**src/rtl/fb_pkg.sv**
```systemverilog
// ---------------------------------------------------------------------------
// fb_pkg
// Shared framebuffer constants and the RAM-port grant encoding used by the
// scan-out arbiter and its helpers.
// ---------------------------------------------------------------------------
package fb_pkg;

   localparam int H_ACTIVE     = 640;
   localparam int V_ACTIVE     = 480;
   localparam int PIX_PER_WORD = 8;
   localparam int FB_ADDR_W    = 16;
   localparam int FB_DATA_W    = 8;

   // Owner of the single RAM port for the cycle after the grant decision.
   typedef enum logic [1:0] {
      GNT_NONE = 2'd0,
      GNT_DISP = 2'd1,
      GNT_CPU  = 2'd2
   } gnt_e;

endpackage

```
**src/rtl/fb_prefetch_fifo.sv**
```systemverilog
// ---------------------------------------------------------------------------
// fb_prefetch_fifo
// Small display prefetch FIFO with synchronous flush and occupancy output.
//
// Ports:
//   Clk, Reset      clock (rising edge), asynchronous active-high reset
//   flush           synchronous clear of pointers and count (wins over push/pop)
//   push, push_data write one word
//   pop             consume the head word
//   head_data       word at the head (valid while !empty)
//   empty           no stored words
//   count           occupancy, 0..DEPTH
//
// A push and pop in the same cycle on an empty FIFO is a pass-through: the
// caller takes push_data directly and nothing is stored.
// ---------------------------------------------------------------------------
module fb_prefetch_fifo #(
   parameter int DATA_W = 8,
   parameter int DEPTH  = 4
) (
   input  logic                       Clk,
   input  logic                       Reset,
   input  logic                       flush,
   input  logic                       push,
   input  logic [DATA_W-1:0]          push_data,
   input  logic                       pop,
   output logic [DATA_W-1:0]          head_data,
   output logic                       empty,
   output logic [$clog2(DEPTH+1)-1:0] count
);

   localparam int PTR_W = (DEPTH > 1) ? $clog2(DEPTH) : 1;
   localparam int CNT_W = $clog2(DEPTH+1);

   logic [DATA_W-1:0] mem [DEPTH];
   logic [PTR_W-1:0]  wr_ptr;
   logic [PTR_W-1:0]  rd_ptr;
   logic              wr_en;
   logic              rd_en;

   function automatic logic [PTR_W-1:0] ptr_inc(input logic [PTR_W-1:0] p);
      return (p == PTR_W'(DEPTH-1)) ? '0 : p + PTR_W'(1);
   endfunction

   assign empty     = (count == '0);
   assign wr_en     = push && !(pop && empty);
   assign rd_en     = pop && !empty;
   assign head_data = mem[rd_ptr];

   always_ff @(posedge Clk or posedge Reset) begin
      if (Reset) begin
         wr_ptr <= '0;
         rd_ptr <= '0;
         count  <= '0;
      end else if (flush) begin
         wr_ptr <= '0;
         rd_ptr <= '0;
         count  <= '0;
      end else begin
         if (wr_en) wr_ptr <= ptr_inc(wr_ptr);
         if (rd_en) rd_ptr <= ptr_inc(rd_ptr);
         count <= count + CNT_W'(wr_en) - CNT_W'(rd_en);
      end
   end

   // Storage carries no reset; only the pointers define what is valid.
   always_ff @(posedge Clk) begin
      if (wr_en && !flush) mem[wr_ptr] <= push_data;
   end

endmodule

```
**src/rtl/fb_scan_arbiter.sv**
```systemverilog
// ---------------------------------------------------------------------------
// fb_scan_arbiter
// Shares one framebuffer RAM port between display prefetch reads and CPU
// writes, and delivers one 8-pixel word per 8 active columns to the display.
//
// Parameters:
//   FB_WORDS    framebuffer size in words (reads stop at this address)
//   FIFO_DEPTH  prefetch FIFO depth
//
// Ports:
//   Clk, Reset           clock, asynchronous active-high reset
//   CounterX, CounterY   raster position
//   hblank, vblank       blanking flags (vblank rising edge flushes prefetch)
//   mem_addr/we/wdata    registered RAM command (address holds when idle)
//   mem_rdata            RAM data, valid one cycle after the address
//   cpu_req/addr/wdata   CPU write request, held until cpu_ack
//   cpu_ack              one-cycle pulse the cycle after the write
//   pix_word             current display word, MSB = leftmost pixel
//   underflow_cnt        saturating count of pops from an empty FIFO
//
// Build option: define FB_SCAN_ARBITER_UNDERFLOW_CNT_EN to include the
// underflow counter; otherwise underflow_cnt is tied to zero.
// ---------------------------------------------------------------------------
module fb_scan_arbiter
   import fb_pkg::*;
#(
   parameter int FB_WORDS   = 38400,
   parameter int FIFO_DEPTH = 4
) (
   input  logic                 Clk,
   input  logic                 Reset,
   input  logic [15:0]          CounterX,
   input  logic [15:0]          CounterY,
   input  logic                 hblank,
   input  logic                 vblank,
   output logic [FB_ADDR_W-1:0] mem_addr,
   output logic                 mem_we,
   output logic [FB_DATA_W-1:0] mem_wdata,
   input  logic [FB_DATA_W-1:0] mem_rdata,
   input  logic                 cpu_req,
   input  logic [FB_ADDR_W-1:0] cpu_addr,
   input  logic [FB_DATA_W-1:0] cpu_wdata,
   output logic                 cpu_ack,
   output logic [FB_DATA_W-1:0] pix_word,
   output logic [7:0]           underflow_cnt
);

   localparam int CNT_W = $clog2(FIFO_DEPTH+1);
   localparam int RES_W = CNT_W + 1;
   localparam int PH_W  = $clog2(PIX_PER_WORD);
   localparam logic [FB_ADDR_W-1:0] FB_END = FB_ADDR_W'(FB_WORDS);

   logic [FB_ADDR_W-1:0] disp_ptr;
   logic                 vblank_q;
   logic                 flush;
   logic                 rd_vld_p1;
   logic                 rd_vld_p2;
   logic [CNT_W-1:0]     fifo_count;
   logic                 fifo_empty;
   logic [FB_DATA_W-1:0] fifo_head;
   logic [RES_W-1:0]     reserved;
   logic                 disp_elig;
   logic                 cpu_elig;
   logic                 push;
   logic                 pop;
   gnt_e                 gnt;

   logic unused_ok;
   assign unused_ok = ^{CounterY, CounterX[15:PH_W]};

   assign flush = vblank && !vblank_q;
   assign push  = rd_vld_p2 && !flush;
   assign pop   = !hblank && !vblank && (CounterX[PH_W-1:0] == PH_W'(1)) && !flush;

   // FIFO slots already promised: stored words plus both read stages.
   assign reserved  = RES_W'(fifo_count) + RES_W'(rd_vld_p1) + RES_W'(rd_vld_p2);
   assign disp_elig = !flush && (reserved < RES_W'(FIFO_DEPTH)) && (disp_ptr < FB_END);
   // A write already on the bus (mem_we) is still awaiting its ack.
   assign cpu_elig  = cpu_req && !cpu_ack && !mem_we;

   always_comb begin
      gnt = GNT_NONE;
      if (disp_elig && (reserved < RES_W'(2))) gnt = GNT_DISP;
      else if (cpu_elig)                       gnt = GNT_CPU;
      else if (disp_elig)                      gnt = GNT_DISP;
   end

   // ---- stage p1: registered RAM command; p2: read data returning ----
   always_ff @(posedge Clk or posedge Reset) begin
      if (Reset) begin
         mem_addr  <= '0;
         mem_we    <= 1'b0;
         mem_wdata <= '0;
         cpu_ack   <= 1'b0;
         disp_ptr  <= '0;
         rd_vld_p1 <= 1'b0;
         rd_vld_p2 <= 1'b0;
         // Treat reset as inside vblank so leaving reset is not a flush edge.
         vblank_q  <= 1'b1;
      end else begin
         vblank_q  <= vblank;
         mem_we    <= (gnt == GNT_CPU);
         cpu_ack   <= mem_we;
         rd_vld_p1 <= (gnt == GNT_DISP);
         rd_vld_p2 <= rd_vld_p1 && !flush;
         case (gnt)
            GNT_CPU: begin
               mem_addr  <= cpu_addr;
               mem_wdata <= cpu_wdata;
            end
            GNT_DISP: mem_addr <= disp_ptr;
            default:  ;
         endcase
         if (flush)                disp_ptr <= '0;
         else if (gnt == GNT_DISP) disp_ptr <= disp_ptr + FB_ADDR_W'(1);
      end
   end

   fb_prefetch_fifo #(
      .DATA_W (FB_DATA_W),
      .DEPTH  (FIFO_DEPTH)
   ) u_fifo (
      .Clk       (Clk),
      .Reset     (Reset),
      .flush     (flush),
      .push      (push),
      .push_data (mem_rdata),
      .pop       (pop),
      .head_data (fifo_head),
      .empty     (fifo_empty),
      .count     (fifo_count)
   );

   // ---- display output: pop into pix_word ----
   always_ff @(posedge Clk or posedge Reset) begin
      if (Reset) begin
         pix_word <= '0;
      end else if (pop) begin
         if (!fifo_empty) pix_word <= fifo_head;
         else if (push)   pix_word <= mem_rdata;
         else             pix_word <= '0;
      end
   end

`ifdef FB_SCAN_ARBITER_UNDERFLOW_CNT_EN
   function automatic logic [7:0] sat_inc8(input logic [7:0] v);
      return (v == 8'hFF) ? v : v + 8'd1;
   endfunction

   always_ff @(posedge Clk or posedge Reset) begin
      if (Reset) underflow_cnt <= '0;
      else if (pop && fifo_empty && !push) underflow_cnt <= sat_inc8(underflow_cnt);
   end
`else
   assign underflow_cnt = 8'h00;
`endif

endmodule

```
**config.mk**
```make
export PLATFORM = sky130hd
export DESIGN_NAME = fb_scan_arbiter
export DESIGN_NICKNAME = d
export VERILOG_FILES = /design/src/rtl/fb_pkg.sv /design/src/rtl/fb_prefetch_fifo.sv /design/src/rtl/fb_scan_arbiter.sv
export SDC_FILE = /design/constraint.sdc
export NUM_CORES = 1
export LEC_CHECK = 0
export CAP_MARGIN = 20
export CORE_MARGIN = 10
export CORE_UTILIZATION = 30
export CTS_BUF_LIST = sky130_fd_sc_hd__clkbuf_4 sky130_fd_sc_hd__clkbuf_8
export CTS_CLUSTER_SIZE = 8
export DETAILED_ROUTE_END_ITERATION = 12
export GPL_TIMING_DRIVEN = 0
export SYNTH_ARGS = -nofsm -noshare
export SYNTH_HDL_FRONTEND = slang
export SYNTH_HIERARCHICAL = 1
export SYNTH_SLANG_ARGS = --single-unit
export TNS_END_PERCENT = 100
```
**constraint.sdc**
```tcl
create_clock -name Clk -period 3.1 [get_ports Clk]
set_input_delay 0.31 -clock Clk [delete_from_list [all_inputs] [get_ports Clk]]
set_output_delay 0.31 -clock Clk [all_outputs]
set_load 0.05 [all_outputs]
```
# Word level (Yosys, flattened, before mapping)
# Memories as Yosys holds them, arrays and structs flattened.
# Cells that the tools add are included.
[totals]
memories = 1
output_inout_bits = 42
register_bits = 60
mem_bits_rw = 32
[classes]
addsub = 7
n_eq_ne = 5
n_reduce_logical = 28
muxes = 17
magnitude_cmp = 3
[memory_table]
columns = ["name", "depth", "width", "read_ports", "rd_clocked_by_memory_dff", "write_ports", "line_no", "text"]
rows = [
  ["u_fifo.mem", 4, 8, 1, 0, 1, "fb_prefetch_fifo.sv:35", "logic [DATA_W-1:0] mem [DEPTH];"],
]
[op_table]
columns = ["cell", "count"]
rows = [
  ["$mux W16", 2],
  ["$pmux W16 S2", 1],
  ["$add A16 B1 Y16 const B", 1],
  ["$lt A16 B16 Y1 const B", 1],
  ["$mux W2", 8],
  ["$mux W8", 2],
  ["$logic_and A1 B1 Y1", 15],
  ["$logic_not A1 Y1", 8],
  ["$reduce_bool A2 Y1", 4],
  ["$eq A2 B2 Y1 const B", 3],
  ["$add A2 B1 Y2 const B", 2],
  ["$add A3 B1 Y4", 1],
  ["$add A4 B1 Y4", 1],
  ["$lt A4 B2 Y1 const B", 1],
  ["$lt A4 B3 Y1 const B", 1],
  ["$add A3 B1 Y3", 1],
  ["$eq A3 B1 Y1 const B", 1],
  ["$logic_not A3 Y1", 1],
  ["$mux W1", 3],
  ["$mux W3", 1],
  ["$sub A3 B1 Y3", 1],
  ["$eq A2 B1 Y1 const B", 1],
]

# Depth between registers and ports, before layout
# Gate-level depths: netlist of the first run.
[logic_depth]
ltp_word = 11
mapped_depth = 13
depth_no_buf = 12

# Hierarchy
# Netlist of the first run, hierarchy kept.
[by_module_without_submodules]
columns = ["module", "cells_each", "instances", "area_each_um2", "seq_area_each_um2"]
rows = [
  ["fb_scan_arbiter", 247, 1, 2552.4, 1327.5],
  ["fb_prefetch_fifo", 89, 1, 1657.8, 1136.1],
]

# Worst setup path after synthesis of the first run
# OpenSTA, ideal clock, no wires.
[synth_timing]
path_type = "register to register"
startpoint = "register u_fifo.count[0]"
endpoint = "register disp_ptr[12]"
required_time_ns = 3.021
synth_period_minus_slack_ns = 2.948
arrival_time_ns = 2.869
setup_ns = 0.079
path_slack_ns = 0.152
path_stages_with_launch = 14
path_cell_list = "dfrtp_1 -> ha_1 -> a21o_1 -> ha_1 -> nand2_1 -> a21oi_1 -> o211ai_1 -> o21ai_0 -> ha_1 -> buf_2 -> nand4_4 -> or4_4 -> or3_1 -> a21oi_1"
[synth_between]
elab_chain_cells = 10
elab_cells_between_ends = 12
[synth_rtl]
columns = ["element", "line_no", "text"]
rows = [
  ["start, declared", "fb_prefetch_fifo.sv:29", "output logic [$clog2(DEPTH+1)-1:0] count"],
  ["start signal, assigned", "fb_prefetch_fifo.sv:62", "count <= count + CNT_W'(wr_en) - CNT_W'(rd_en);"],
  ["$add A3 B1 Y4 (*)", "fb_scan_arbiter.sv:76", "assign reserved = RES_W'(fifo_count) + RES_W'(rd_vld_p1) + RES_W'(rd_vld_p2);"],
  ["$add A4 B1 Y4 (*)", "fb_scan_arbiter.sv:76", ""],
  ["$lt A4 B3 Y1", "fb_scan_arbiter.sv:77", "assign disp_elig = !flush && (reserved < RES_W'(FIFO_DEPTH)) && (disp_ptr < FB_END);"],
  ["$logic_and A1 B1 Y1 (2 in a row)", "fb_scan_arbiter.sv:77", ""],
  ["$mux W1", "fb_scan_arbiter.sv:85", "else if (disp_elig) gnt = GNT_DISP;"],
  ["$mux W2", "fb_scan_arbiter.sv:84", "else if (cpu_elig) gnt = GNT_CPU;"],
  ["$mux W2 (*)", "fb_scan_arbiter.sv:83", "if (disp_elig && (reserved < RES_W'(2))) gnt = GNT_DISP;"],
  ["$eq A2 B1 Y1 (*)", "fb_scan_arbiter.sv:115", "else if (gnt == GNT_DISP) disp_ptr <= disp_ptr + FB_ADDR_W'(1);"],
  ["$reduce_bool A2 Y1 (no source line) (*)", "n/a", ""],
  ["end signal, assigned", "fb_scan_arbiter.sv:115", ""],
  ["end, declared", "fb_scan_arbiter.sv:53", "logic [FB_ADDR_W-1:0] disp_ptr;"],
]
# Mark *: on every way between the ends. The rest lies on a longest branch, timed or not.
# A chain may end at the register's enable or synchronous reset.

# Final worst setup path of the first run
[layout_timing]
startpoint = "register u_fifo.count[0]"
endpoint = "register disp_ptr[14]"
# Same word-level chain as after synthesis.

==> summary.md, run 1 <==
| Metric | Value |
|---|---|
| Internal Pwr Total | 2.83 mW |
| # clock sinks | 92 |
| FF-to-FF setup slack | 100 ps |
| P&R area growth vs syn | 31.2% |
| H-tree depth | 3 |
| Arrival @ worst endpoint | 3290 ps |
| Sequential share of the synthesized area | 58.5% |
| Wirelength, routed | 9370 um |
| Vias | 2785 |
| TritonCTS clock tree | yes |
| CP startpoint kind | flip-flop |
| Status | finished, final reports clean |
| Detail-routed via count per cell | 4.48 |
| Critical path class | flip-flop to flip-flop |
| Die Span Y | 138 um |
| Sw Share | 42.1% |
| Worst slew pin tran | 805 ps |
| Slew headroom | 46.3% |
| Core ar. | 13800 um2 |
| PortBufs | 73 |
| Die width | 138 um |
| Hold WC Path Type | primary input to async pin |
| Largest family of logic cells by synthesized area | simple AND/OR/NAND/NOR gates |
| Power Total | 4.89 mW |
| Synth Warn # | 6 |
| Post-DP HPWL | 6900 um |
| Crit-path max FO | 4 |
| Synth Area in Simple Gates | 12.5% |
| Final hold violations | 0 |
| Die area | 19200 um2 |
| Setup violators final | 0 |
| Power share of the sequential group | 35.5% |
| Clk pin slew, worst setup/hold paths | 80 ps |
| Row cnt | 43 |
| Unrepaired setup endpoints after global routing | yes |
| Clk pwr share | 16.0% |
| FMAX | 333 MHz |
| # nets final | 518 |
| IO Pins | 111 |
| Leak | 2.23 nW |
| Worst setup EP type | flip-flop |
| Post-synth EDFFs | 32 |
| Gp weighted congestion | 0.773 |
| Post-Synth Adder-Cell Area | 4.04% |
| Hold_ws | 242 ps |
| TritonRoute pass-1 iters | 4 |
| First-pass GRT wire length | 16000 um |
| # diodes | 0 |
| Power per Cell Area | 886 nW/um2 |
| Post-CTS Hold Fix Bufs | 0 |
| Vias in the first global route | 3002 |
| Worst Skew | 5.02 ps |
| Cts bufs inserted | 9 |
| Xor/xnor share of the synthesized area | 2.50% |
| Share of synthesized area spent on multiplexers | 11.1% |
| Root buf cell | clkbuf_8 |
| Drt wl/cell | 15.1 um |
| Share of cells above drive strength 1 | 18.1% |
| Initial Utilization | 30.4% |
| Worst Path Required | 3390 ps |
| GRT Total Usage | 10.1% |
| Clk_lat worst skew | 360 ps |
| Cells after synthesis | 336 |
| Initial drt markers | 151 |
| Final min period | 3000 ps |
| Yosys cell types | 48 |
| Antenna violations before repair | 0 |
| Share of synthesized flip-flops with an asynchronous set or reset | 65.2% |
| Most used DFF post-synth | dfrtp_1 |
| Largest net degree at the start of global routing | 30 |
| Post-Syn Area | 4210 um2 |
| Tcrit/Tclk final | 96.8% |
| Compound-cell area share of the yosys netlist | 7.40% |
| Mean post-synth cell area | 12.5 um2 |
| Max Root-Sink Buffers | 2 |
| Gr ovfl total | 0 |
| Number of fill cells | 1337 |
| Max Cap Viol | 0 |
| Detail Route Antenna Nets | 0 |
| DRC viols | 0 |
| FF+latch count, synth | 92 |
| Logic gate share of total power | 48.6% |
| Worst IR drop on VDD | 0.000498 V |
| Final Max Slew Viols | 0 |
| Sw Pwr | 2.06 mW |
-- placed cells by master (no fill, tap or decap), types with 4 or more instances in the layout --
cell type	synthesis	routed
a21oi_1	22	20
buf_4	8	17
clkbuf_2	1	5
clkbuf_8	0	9
clkdlybuf4s50_1	0	73
conb_1	1	8
dfrtp_1	59	58
edfxtp_1	32	32
ha_1	12	9
inv_1	10	9
mux2_2	8	8
mux2i_1	18	18
mux4_2	8	8
nand2_1	26	25
nand2b_1	4	4
nor2_1	26	26
nor2b_1	9	9
nor3_1	7	7
nor3b_2	4	4
o21ai_0	21	19
xnor2_1	6	6
xor2_1	6	6
-- power by group through the flow --
stage                     combinational, mW  sequential, mW  clock (mW)
final                                  2.38            1.74       0.781
after global placement                 2.29            1.75           0
after detailed placement               2.31            1.76           0
after CTS                              2.39            1.73       0.814
after global routing                   2.59            1.78       0.862
after floorplan                       0.921            2.40           0
-- per-layer routing --
| layer | wire, um | GRT usage (%) | vias up |
|---|---|---|---|
| li1 | - | - | 1366 |
| met1 | 4030 | 11.6 | 1355 |
| met2 | 4670 | 17.0 | 56 |
| met3 | 607 | 4.49 | 8 |
| met4 | 75 | 2.16 | 0 |
| met5 | 0 | 0 | - |
-- metrics by stage --
stage	instance area (um2)	util, %	setup TNS [ps]	cells	worst slack [ps]
6_report	5530	40.0	0	621	99.8
5_1_grt	5530	40.0	-162	621	-42.0
4_1_cts	5480	39.6	0	621	14.0
3_5_place_dp	5210	37.7	-2050	597	-906
3_3_place_gp	5190	37.6	-1680	596	-829
2_1_floorplan	4240	-	0	343	152
-- cell families (layout without fill, tap and decap cells) --
kind of cell	Yosys count	count (layout)
simple gates	95	95
xor+xnor	12	12
mux	35	35
other cells	1	8
flops	92	92
fa+ha+maj	13	13
compound gates	55	55
buf+inv	33	131
-- state kept, by name, summed over array words and instances (netlist names) --
name	flops
cpu_ack	1
rd_vld_p2	1
u_fifo/wr_ptr	2
disp_ptr	16
mem_addr	16
u_fifo/count	3
pix_word	8
vblank_q	1
mem_wdata	8
u_fifo/rd_ptr	2
mem_we	1
rd_vld_p1	1
u_fifo/mem	32
-- worst paths after layout --
| check | from | end | cells after the start |
|---|---|---|---|
| max reg2reg | u_fifo/count[0]$_DFF_PP0_ | disp_ptr[14]$_DFFE_PP0P_ | 13 |
| max | u_fifo/count[0]$_DFF_PP0_ | disp_ptr[14]$_DFFE_PP0P_ | 13 |
| min | Reset | u_fifo/count[0]$_DFF_PP0_ | 2 |
| min reg2reg | mem_we$_DFF_PP0_ | cpu_ack$_DFF_PP0_ | 0 |
| min in group Clk | mem_we$_DFF_PP0_ | cpu_ack$_DFF_PP0_ | 0 |
| max in group asynchronous | Reset | vblank_q$_DFF_PP1_ | 3 |
-- cells in the mapped netlist, drive strengths merged, types with 3 or more instances --
library cell | instances | area (um2)
dfrtp | 59 | 1480
edfxtp | 32 | 961
nand2 | 26 | 97.6
nor2 | 26 | 97.6
a21oi | 22 | 110
o21ai | 21 | 105
mux2i | 18 | 180
buf | 13 | 88.8
ha | 12 | 150
inv | 11 | 41.3
mux2 | 9 | 105
nor2b | 9 | 56.3
clkbuf | 8 | 31.3
mux4 | 8 | 180
nor3 | 8 | 51.3
xnor2 | 6 | 52.6
xor2 | 6 | 52.6
nor3b | 5 | 57.6
nand2b | 4 | 25.0
nand4 | 4 | 40.0
or3 | 4 | 26.3
a21o | 3 | 22.5
and2 | 3 | 20.0
-- worst max-delay path, stage by stage (launching register included) --
cell and delay [ps]:
dfrtp_2 440, ha_4 260, a21o_1 130, ha_2 190, nand2_2 50, a21oi_2 100, o211ai_1 150, a21oi_1 170
ha_2 210, buf_6 120, nand4_4 130, or4_4 530, or3_4 340, a21oi_2 110
-- repair_timing --
item | 4_1_cts | 5_1_grt
hold endpoints to repair | 0 | 0
pin swaps | 4 | 10
buffers inserted | 8 | 1
endpoints found under the setup margin | 6 | 31
gates resized for setup | 8 | 13
-- cell type report --
| cell class | instances | area [um2] | area share [%] |
|---|---|---|---|
| plain buffers | 20 | 128 | 2.31 |
| clock buffers | 10 | 131 | 2.38 |
| clock inverters | 6 | 55.1 | 0.996 |
| inverters | 12 | 45.0 | 0.815 |
| multi-input cells | 218 | 1660 | 30.0 |
| flip-flops and latches | 92 | 2460 | 44.6 |
| well taps | 180 | 225 | 4.08 |
| repair buffers | 83 | 818 | 14.8 |
Power figures use the tool's default switching activity.
==> inputs of run 2 (changes only) <==
--- a/config.mk
+++ b/config.mk
@@ -12,6 +12,7 @@
 export CTS_CLUSTER_SIZE = 8
 export DETAILED_ROUTE_END_ITERATION = 12
 export GPL_TIMING_DRIVEN = 0
+export SLEW_MARGIN = 20
 export SYNTH_ARGS = -nofsm -noshare
 export SYNTH_HDL_FRONTEND = slang
 export SYNTH_HIERARCHICAL = 1
==> run 2 against run 1 <==
  * Clock skew rose by 3.9 ps
  * Global-route usage fell by 0.21 points
  * Clock power barely moved
  * Final area fell by 0.72%
  * Sequential share of layout area rose by 0.33 points
  * Critical path depth fell by 1
  * Die area did not move
  * Cell count did not move
  * Power fell by 0.71%
  * Combinational power barely moved
  * Hold slack improved by 40 ps
  * Critical path type unchanged
  * Largest power group unchanged
==> summary.md, run 2 (same netlist as run 1, synthesis figures left out) <==
| Metric | Value |
|---|---|
| Worst Skew | 8.91 ps (was 5.02 ps) |
| # diodes | 0 (unchanged) |
| Worst slew pin tran | 802 ps (was 805 ps) |
| Arrival @ worst endpoint | 3260 ps (was 3290 ps) |
| Biggest register | u_fifo/mem (unchanged) |
| Commonest cells after routing, fill and taps aside | clkdlybuf4s50_1, dfrtp_1, edfxtp_1, nand2_1, nor2_1 (was clkdlybuf4s50_1, dfrtp_1, edfxtp_1, nor2_1, nand2_1) |
| Number of fill cells | 1318 (was 1337) |
| Initial Utilization | 30.4% (unchanged) |
| Hold WC Path Type | primary input to async pin (unchanged) |
| First-pass GRT wire length | 15600 um (was 16000 um) |
| Tcrit/Tclk final | 96.1% (was 96.8%) |
| CP startpoint kind | flip-flop (unchanged) |
| Final Max Slew Viols | 0 (unchanged) |
| Power Total | 4.86 mW (was 4.89 mW) |
| P&R area growth vs syn | 30.3% (was 31.2%) |
| Clk pin slew, worst setup/hold paths | 90 ps (was 80 ps) |
| Worst Path Required | 3380 ps (was 3390 ps) |
| Max reg flops | 32 (unchanged) |
| Largest net degree at the start of global routing | 54 (was 30) |
| Gp weighted congestion | 0.773 (unchanged) |
| H-tree depth | 3 (unchanged) |
| Status | finished, final reports clean (unchanged) |
| Cts bufs inserted | 9 (unchanged) |
| Internal Pwr Total | 2.81 mW (was 2.83 mW) |
| Final hold violations | 0 (unchanged) |
| Worst path cell trace | ha_1, a21o_1, ha_2, nand2_1, a21oi_2, o211ai_1, a21oi_1, ha_2, nand4_4, or4_4, or3_1, a21oi_1 (was ha_4, a21o_1, ha_2, nand2_2, a21oi_2, o211ai_1, a21oi_1, ha_2, buf_6, nand4_4, or4_4, or3_4, a21oi_2) |
| Slowest Stage Delay on Critical Path | 520 ps (was 530 ps) |
| Wirelength, routed | 9410 um (was 9370 um) |
| Core ar. | 13800 um2 (unchanged) |
| Vias in the first global route | 2952 (was 3002) |
| Drt wl/cell | 15.2 um (was 15.1 um) |
| Clk_lat worst skew | 360 ps (about the same) |
| Die area | 19200 um2 (unchanged) |
| Power per Cell Area | 886 nW/um2 (about the same) |
| Regs by FF count | u_fifo/mem (32), disp_ptr (16), mem_addr (16) (unchanged) |
| Cell count of the worst reg-to-reg path | 12 (was 13) |
| Power share of the sequential group | 35.6% (was 35.5%) |
| Delay-heaviest family, CP | simple AND/OR/NAND/NOR gates (unchanged) |
| Row cnt | 43 (unchanged) |
| Slew headroom | 46.5% (was 46.3%) |
| WP buf/inv | 0 (was 1) |
| Leak | 2.23 nW (about the same) |
| Initial drt markers | 121 (was 151) |
| Critical path class | flip-flop to flip-flop (unchanged) |
| # clock sinks | 92 (unchanged) |
| Crit-path max FO | 5 (was 4) |
| Most common cell after layout, fill and taps aside | clkdlybuf4s50_1 (unchanged) |
| PortBufs | 73 (unchanged) |
| Fin Setup TNS | 0 ps (unchanged) |
| TritonCTS clock tree | yes (unchanged) |
| Die Span Y | 138 um (unchanged) |
| Max Cap Viol | 0 (unchanged) |
| FMAX | 336 MHz (was 333 MHz) |
| Unrepaired setup endpoints after global routing | yes (unchanged) |
| Gr ovfl total | 0 (unchanged) |
| TritonRoute pass-1 iters | 4 (unchanged) |
| Worst IR drop on VDD | 0.000543 V (was 0.000498 V) |
| Final min period | 2980 ps (was 3000 ps) |
| DRC viols | 0 (unchanged) |
| Setup violators final | 0 (unchanged) |
| Crit path depth | 12 (was 13) |
| Share of cells above drive strength 1 | 17.0% (was 18.1%) |
| Root buf cell | clkbuf_8 (unchanged) |
| IO Pins | 111 (unchanged) |
| Vias | 2802 (was 2785) |
| Sw Pwr | 2.05 mW (was 2.06 mW) |
| CP max stage cell | or4_4 (unchanged) |
| Max Root-Sink Buffers | 2 (unchanged) |
| Sw Share | 42.2% (was 42.1%) |
| Clk pwr share | 16.1% (was 16.0%) |
| # nets final | 518 (unchanged) |
| Detail Route Antenna Nets | 0 (unchanged) |
| GRT Total Usage | 9.91% (was 10.1%) |
| Worst setup EP type | flip-flop (unchanged) |
| Logic gate share of total power | 48.3% (was 48.6%) |
| Die width | 138 um (unchanged) |
| Detail-routed via count per cell | 4.51 (was 4.48) |
| Post-DP HPWL | 6770 um (was 6900 um) |
| Antenna violations before repair | 0 (unchanged) |
## run 2: cell count changes in the layout (fill, tap and decap cells not counted), sizes merged
cell / change
clkinv: +1
buf: -2
clkinvlp: -1
clkbuf: +2
## run 2: what timing repair did
item,CTS,global route
pin swaps,5,6
endpoints found under the setup margin,7,19
hold buffers,0,0
gates resized for setup,7,8
buffers inserted,8,2
endpoints found under the hold margin,0,0
## run 2: metrics by stage
stage	std cells	setup WS (ps)	area (um2)	util [%]	hold slack, ps
after floorplan	343	152	4240	-	113
after global placement	596	-829	5190	37.6	388
after detailed placement	596	-904	5190	37.6	392
after CTS	620	5.42	5470	39.5	288
after global routing	621	-12.2	5490	39.7	309
final	621	121	5490	39.7	282
## run 2: area by class of cell
| type | instances | area, um2 | area share (%) |
|---|---|---|---|
| Buffer | 20 | 120 | 2.19 |
| Tap cell | 180 | 225 | 4.11 |
| Inverter | 12 | 47.5 | 0.867 |
| Clock inverter | 6 | 56.3 | 1.03 |
| Timing Repair Buffer | 83 | 806 | 14.7 |
| Sequential cell | 92 | 2460 | 44.9 |
| Multi-Input combinational cell | 218 | 1630 | 29.8 |
| Clock buffer | 10 | 131 | 2.40 |
## run 2: worst paths after layout
path                                                endpoint  slack (ps)                       from
worst max-delay path                disp_ptr[14]$_DFFE_PP0P_         120  u_fifo/count[0]$_DFF_PP0_
max in group asynchronous           mem_wdata[3]$_DFFE_PP0N_        2170                      Reset
min in group Clk                           cpu_ack$_DFF_PP0_         400           mem_we$_DFF_PP0_
worst max register to register      disp_ptr[14]$_DFFE_PP0P_         120  u_fifo/count[0]$_DFF_PP0_
worst min register to register             cpu_ack$_DFF_PP0_         400           mem_we$_DFF_PP0_
worst min-delay path            u_fifo/wr_ptr[0]$_DFFE_PP0P_         280                      Reset
## run 2: layer usage
layer,vias to the layer above,track usage (%),routed length [um]
met1,1367,11.2,4020
met4,0,2.66,95
li1,1366,-,-
met2,59,16.9,4670
met3,10,4.01,627
met5,-,0,0
## run 2: power groups by stage
stage / Sequential, mW / Clock, mW / Combinational, mW
floorplan: 2.40 / 0 / 0.921
global placement: 1.75 / 0 / 2.29
detailed placement: 1.76 / 0 / 2.32
CTS: 1.73 / 0.821 / 2.38
global route: 1.77 / 0.863 / 2.55
finish: 1.73 / 0.781 / 2.35
==> inputs of run 3 (changes only) <==
--- a/config.mk
+++ b/config.mk
@@ -11,6 +11,7 @@
 export CTS_BUF_LIST = sky130_fd_sc_hd__clkbuf_4 sky130_fd_sc_hd__clkbuf_8
 export CTS_CLUSTER_SIZE = 8
 export DETAILED_ROUTE_END_ITERATION = 12
+export DONT_BUFFER_PORTS = 1
 export GPL_TIMING_DRIVEN = 0
 export SLEW_MARGIN = 20
 export SYNTH_ARGS = -nofsm -noshare
==> run 3 against run 2 <==
  * Core utilization shrank 4.5 points
  * Register-to-register slack lost 20 ps
  * Setup slack lost 21 ps
  * Sequential share of layout area grew 5.7 points
  * Wire length shrank 0.32%
  * Sequential power grew 42%
  * Critical path type unchanged
  * Largest cell class unchanged
==> summary.md, run 3 (same netlist as run 1, synthesis figures left out) <==
| Metric | Value |
|---|---|
| Status | finished, final reports clean (unchanged) |
| P&R area growth vs syn | 15.5% (was 30.3%) |
| IO Pins | 111 (unchanged) |
| FF-to-FF setup slack | 100 ps (was 120 ps) |
| Max Cap Viol | 0 (unchanged) |
| Detail Route Antenna Nets | 0 (unchanged) |
| Min-Delay Path Depth | 0 |
| Biggest register | u_fifo/mem (unchanged) |
| Gp weighted congestion | 0.743 (was 0.773) |
| Clk_lat worst skew | 380 ps (was 360 ps) |
| # clock sinks | 92 (unchanged) |
| Hold_sp | mem_rdata[1] |
| Worst IR drop on VDD | 0.000463 V (was 0.000543 V) |
| Worst Path Required | 3410 ps (was 3380 ps) |
| FMAX | 333 MHz (was 336 MHz) |
| Antenna violations before repair | 0 (unchanged) |
| Worst slew pin tran | 850 ps (was 802 ps) |
| Critical path class | flip-flop to flip-flop (unchanged) |
| Initial Utilization | 30.4% (unchanged) |
| Slew headroom | 43.1% (was 46.5%) |
| Share of cells above drive strength 1 | 20.7% (was 17.0%) |
| Setup violators final | 0 (unchanged) |
| Final hold violations | 0 (unchanged) |
| Delay-heaviest family, CP | simple AND/OR/NAND/NOR gates (unchanged) |
| Clk pin slew, worst setup/hold paths | 90 ps (about the same) |
| WP buf/inv | 0 (unchanged) |
| Tcrit/Tclk final | 96.8% (was 96.1%) |
| Regs by FF count | u_fifo/mem (32), disp_ptr (16), mem_addr (16) (unchanged) |
| TritonRoute pass-1 iters | 4 (unchanged) |
| First-pass GRT wire length | 14800 um (was 15600 um) |
| Die area | 19200 um2 (unchanged) |
| Leak | 1.97 nW (was 2.23 nW) |
| Hold WC Path Type | primary input to flip-flop (was primary input to async pin) |
| Post-DP HPWL | 6550 um (was 6770 um) |
| Cell count of the worst reg-to-reg path | 12 (unchanged) |
| TritonCTS clock tree | yes (unchanged) |
| Worst slack at placement | -450 ps (was -904 ps) |
| Die width | 138 um (unchanged) |
| Cell Area, Placed | 4460 um2 (was 5190 um2) |
| Unrepaired setup endpoints after global routing | yes (unchanged) |
| Final Max Slew Viols | 0 (unchanged) |
| Vias in the first global route | 2737 (was 2952) |
| Crit-path max FO | 5 (unchanged) |
| Detail-routed via count per cell | 4.75 (was 4.51) |
| Largest net degree at the start of global routing | 54 (unchanged) |
| Arrival @ worst endpoint | 3310 ps (was 3260 ps) |
| Setup WS post-layout | 100 ps (was 121 ps) |
| # diodes | 0 (unchanged) |
| Wirelength, routed | 9380 um (was 9410 um) |
| Worst setup EP type | flip-flop (unchanged) |
| GRT Total Usage | 9.72% (was 9.91%) |
| Max reg flops | 32 (unchanged) |
| Power per Cell Area | 934 nW/um2 (was 886 nW/um2) |
| Drt wl/cell | 16.9 um (was 15.2 um) |
| Worst Skew | 20.6 ps (was 8.91 ps) |
| Number of fill cells | 1381 (was 1318) |
| Final min period | 3000 ps (was 2980 ps) |
| Row cnt | 43 (unchanged) |
| RR Endpoint | disp_ptr[12]$_DFFE_PP0P_ (was disp_ptr[14]$_DFFE_PP0P_) |
| Die Span Y | 138 um (unchanged) |
| Max Root-Sink Buffers | 2 (unchanged) |
| # nets final | 453 (was 518) |
| Worst path cell trace | ha_4, a21o_1, ha_2, nand2_1, a21oi_2, o211ai_1, a21oi_1, ha_2, nand4_4, or4_4, or3_4, a21oi_2 (was ha_1, a21o_1, ha_2, nand2_1, a21oi_2, o211ai_1, a21oi_1, ha_2, nand4_4, or4_4, or3_1, a21oi_1) |
| Gr ovfl total | 0 (unchanged) |
| Slowest Stage Delay on Critical Path | 530 ps (was 520 ps) |
| PortBufs | 0 (was 73) |
| Cts bufs inserted | 9 (unchanged) |
| Commonest cells after routing, fill and taps aside | dfrtp_1, edfxtp_1, nand2_1, nor2_1, a21oi_1 (was clkdlybuf4s50_1, dfrtp_1, edfxtp_1, nand2_1, nor2_1) |
| Fin area | 4860 um2 (was 5490 um2) |
| H-tree depth | 3 (unchanged) |
| Root buf cell | clkbuf_8 (unchanged) |
| Worst Hold End | u_fifo/mem[1][1]$_DFFE_PP_ |
| Vias | 2641 (was 2802) |
| CP max stage cell | or4_4 (unchanged) |
| Fin Setup TNS | 0 ps (unchanged) |
| Core ar. | 13800 um2 (unchanged) |
| FF-to-FF Start | u_fifo/count[0]$_DFF_PP0_ (unchanged) |
| DRC viols | 0 (unchanged) |
| Most common cell after layout, fill and taps aside | dfrtp_1 (was clkdlybuf4s50_1) |
| CP startpoint kind | flip-flop (unchanged) |
| Initial drt markers | 84 (was 121) |
## run 3: what timing repair did
action | 4_1_cts | 5_1_grt
hold buffers | 2 | 7
gates resized for setup | 5 | 12
buffers inserted | 8 | 1
pin swaps | 2 | 9
setup endpoints to repair | 5 | 20
endpoints found under the hold margin | 60 | 25
## run 3: final cells by class
| class | instances | area (um2) | area share, % |
|---|---|---|---|
| Clock buffer | 14 | 168 | 3.45 |
| Inverter | 12 | 47.5 | 0.977 |
| Clock inverter | 2 | 36.3 | 0.746 |
| Buffer | 20 | 119 | 2.44 |
| Sequential cell | 92 | 2460 | 50.7 |
| Multi-Input combinational cell | 218 | 1650 | 33.8 |
| Tap cell | 180 | 225 | 4.63 |
| Timing Repair Buffer | 18 | 158 | 3.24 |
## run 3: routing by layer
layer	vias to the layer above	share of wire [%]	GRT usage [%]
met5	-	0	0
met4	0	1.1	2.94
met3	13	9.5	5.21
met2	78	50	16.0
met1	1310	39	10.6
li1	1240	-	-
## run 3: where the power goes
| group | total, mW | internal [mW] | switching [mW] | leakage, nW |
|---|---|---|---|---|
| Combinational | 1.25 | 0.545 | 0.701 | 0.806 |
| Sequential | 2.45 | 1.54 | 0.907 | 1.05 |
| Clock | 0.848 | 0.433 | 0.415 | 0.109 |
## run 3: per-stage QoR
step	utilization, %	power, mW	cells	hold slack, ps
2_1_floorplan	-	3.32	343	113
3_5_place_dp	32.3	3.67	523	167
4_1_cts	34.4	4.57	549	4.84
3_3_place_gp	32.3	3.61	523	160
5_1_grt	35.2	4.84	556	9.01
6_report	35.2	4.54	556	43.8
## run 3: worst max path at each step
stage | startpoint | end | slack [ps] | depth (start not counted)
2_1_floorplan | u_fifo/count[0]$_DFF_PP0_ | disp_ptr[12]$_DFFE_PP0P_ | 150 | 13
3_3_place_gp | CounterX[2] | u_fifo/count[2]$_DFF_PP0_ | -330 | 13
3_5_place_dp | CounterX[2] | u_fifo/count[2]$_DFF_PP0_ | -450 | 13
4_1_cts | rd_vld_p2$_DFF_PP0_ | disp_ptr[12]$_DFFE_PP0P_ | 20 | 12
5_1_grt | u_fifo/count[0]$_DFF_PP0_ | disp_ptr[12]$_DFFE_PP0P_ | -30 | 12
6_report | u_fifo/count[0]$_DFF_PP0_ | disp_ptr[12]$_DFFE_PP0P_ | 100 | 12
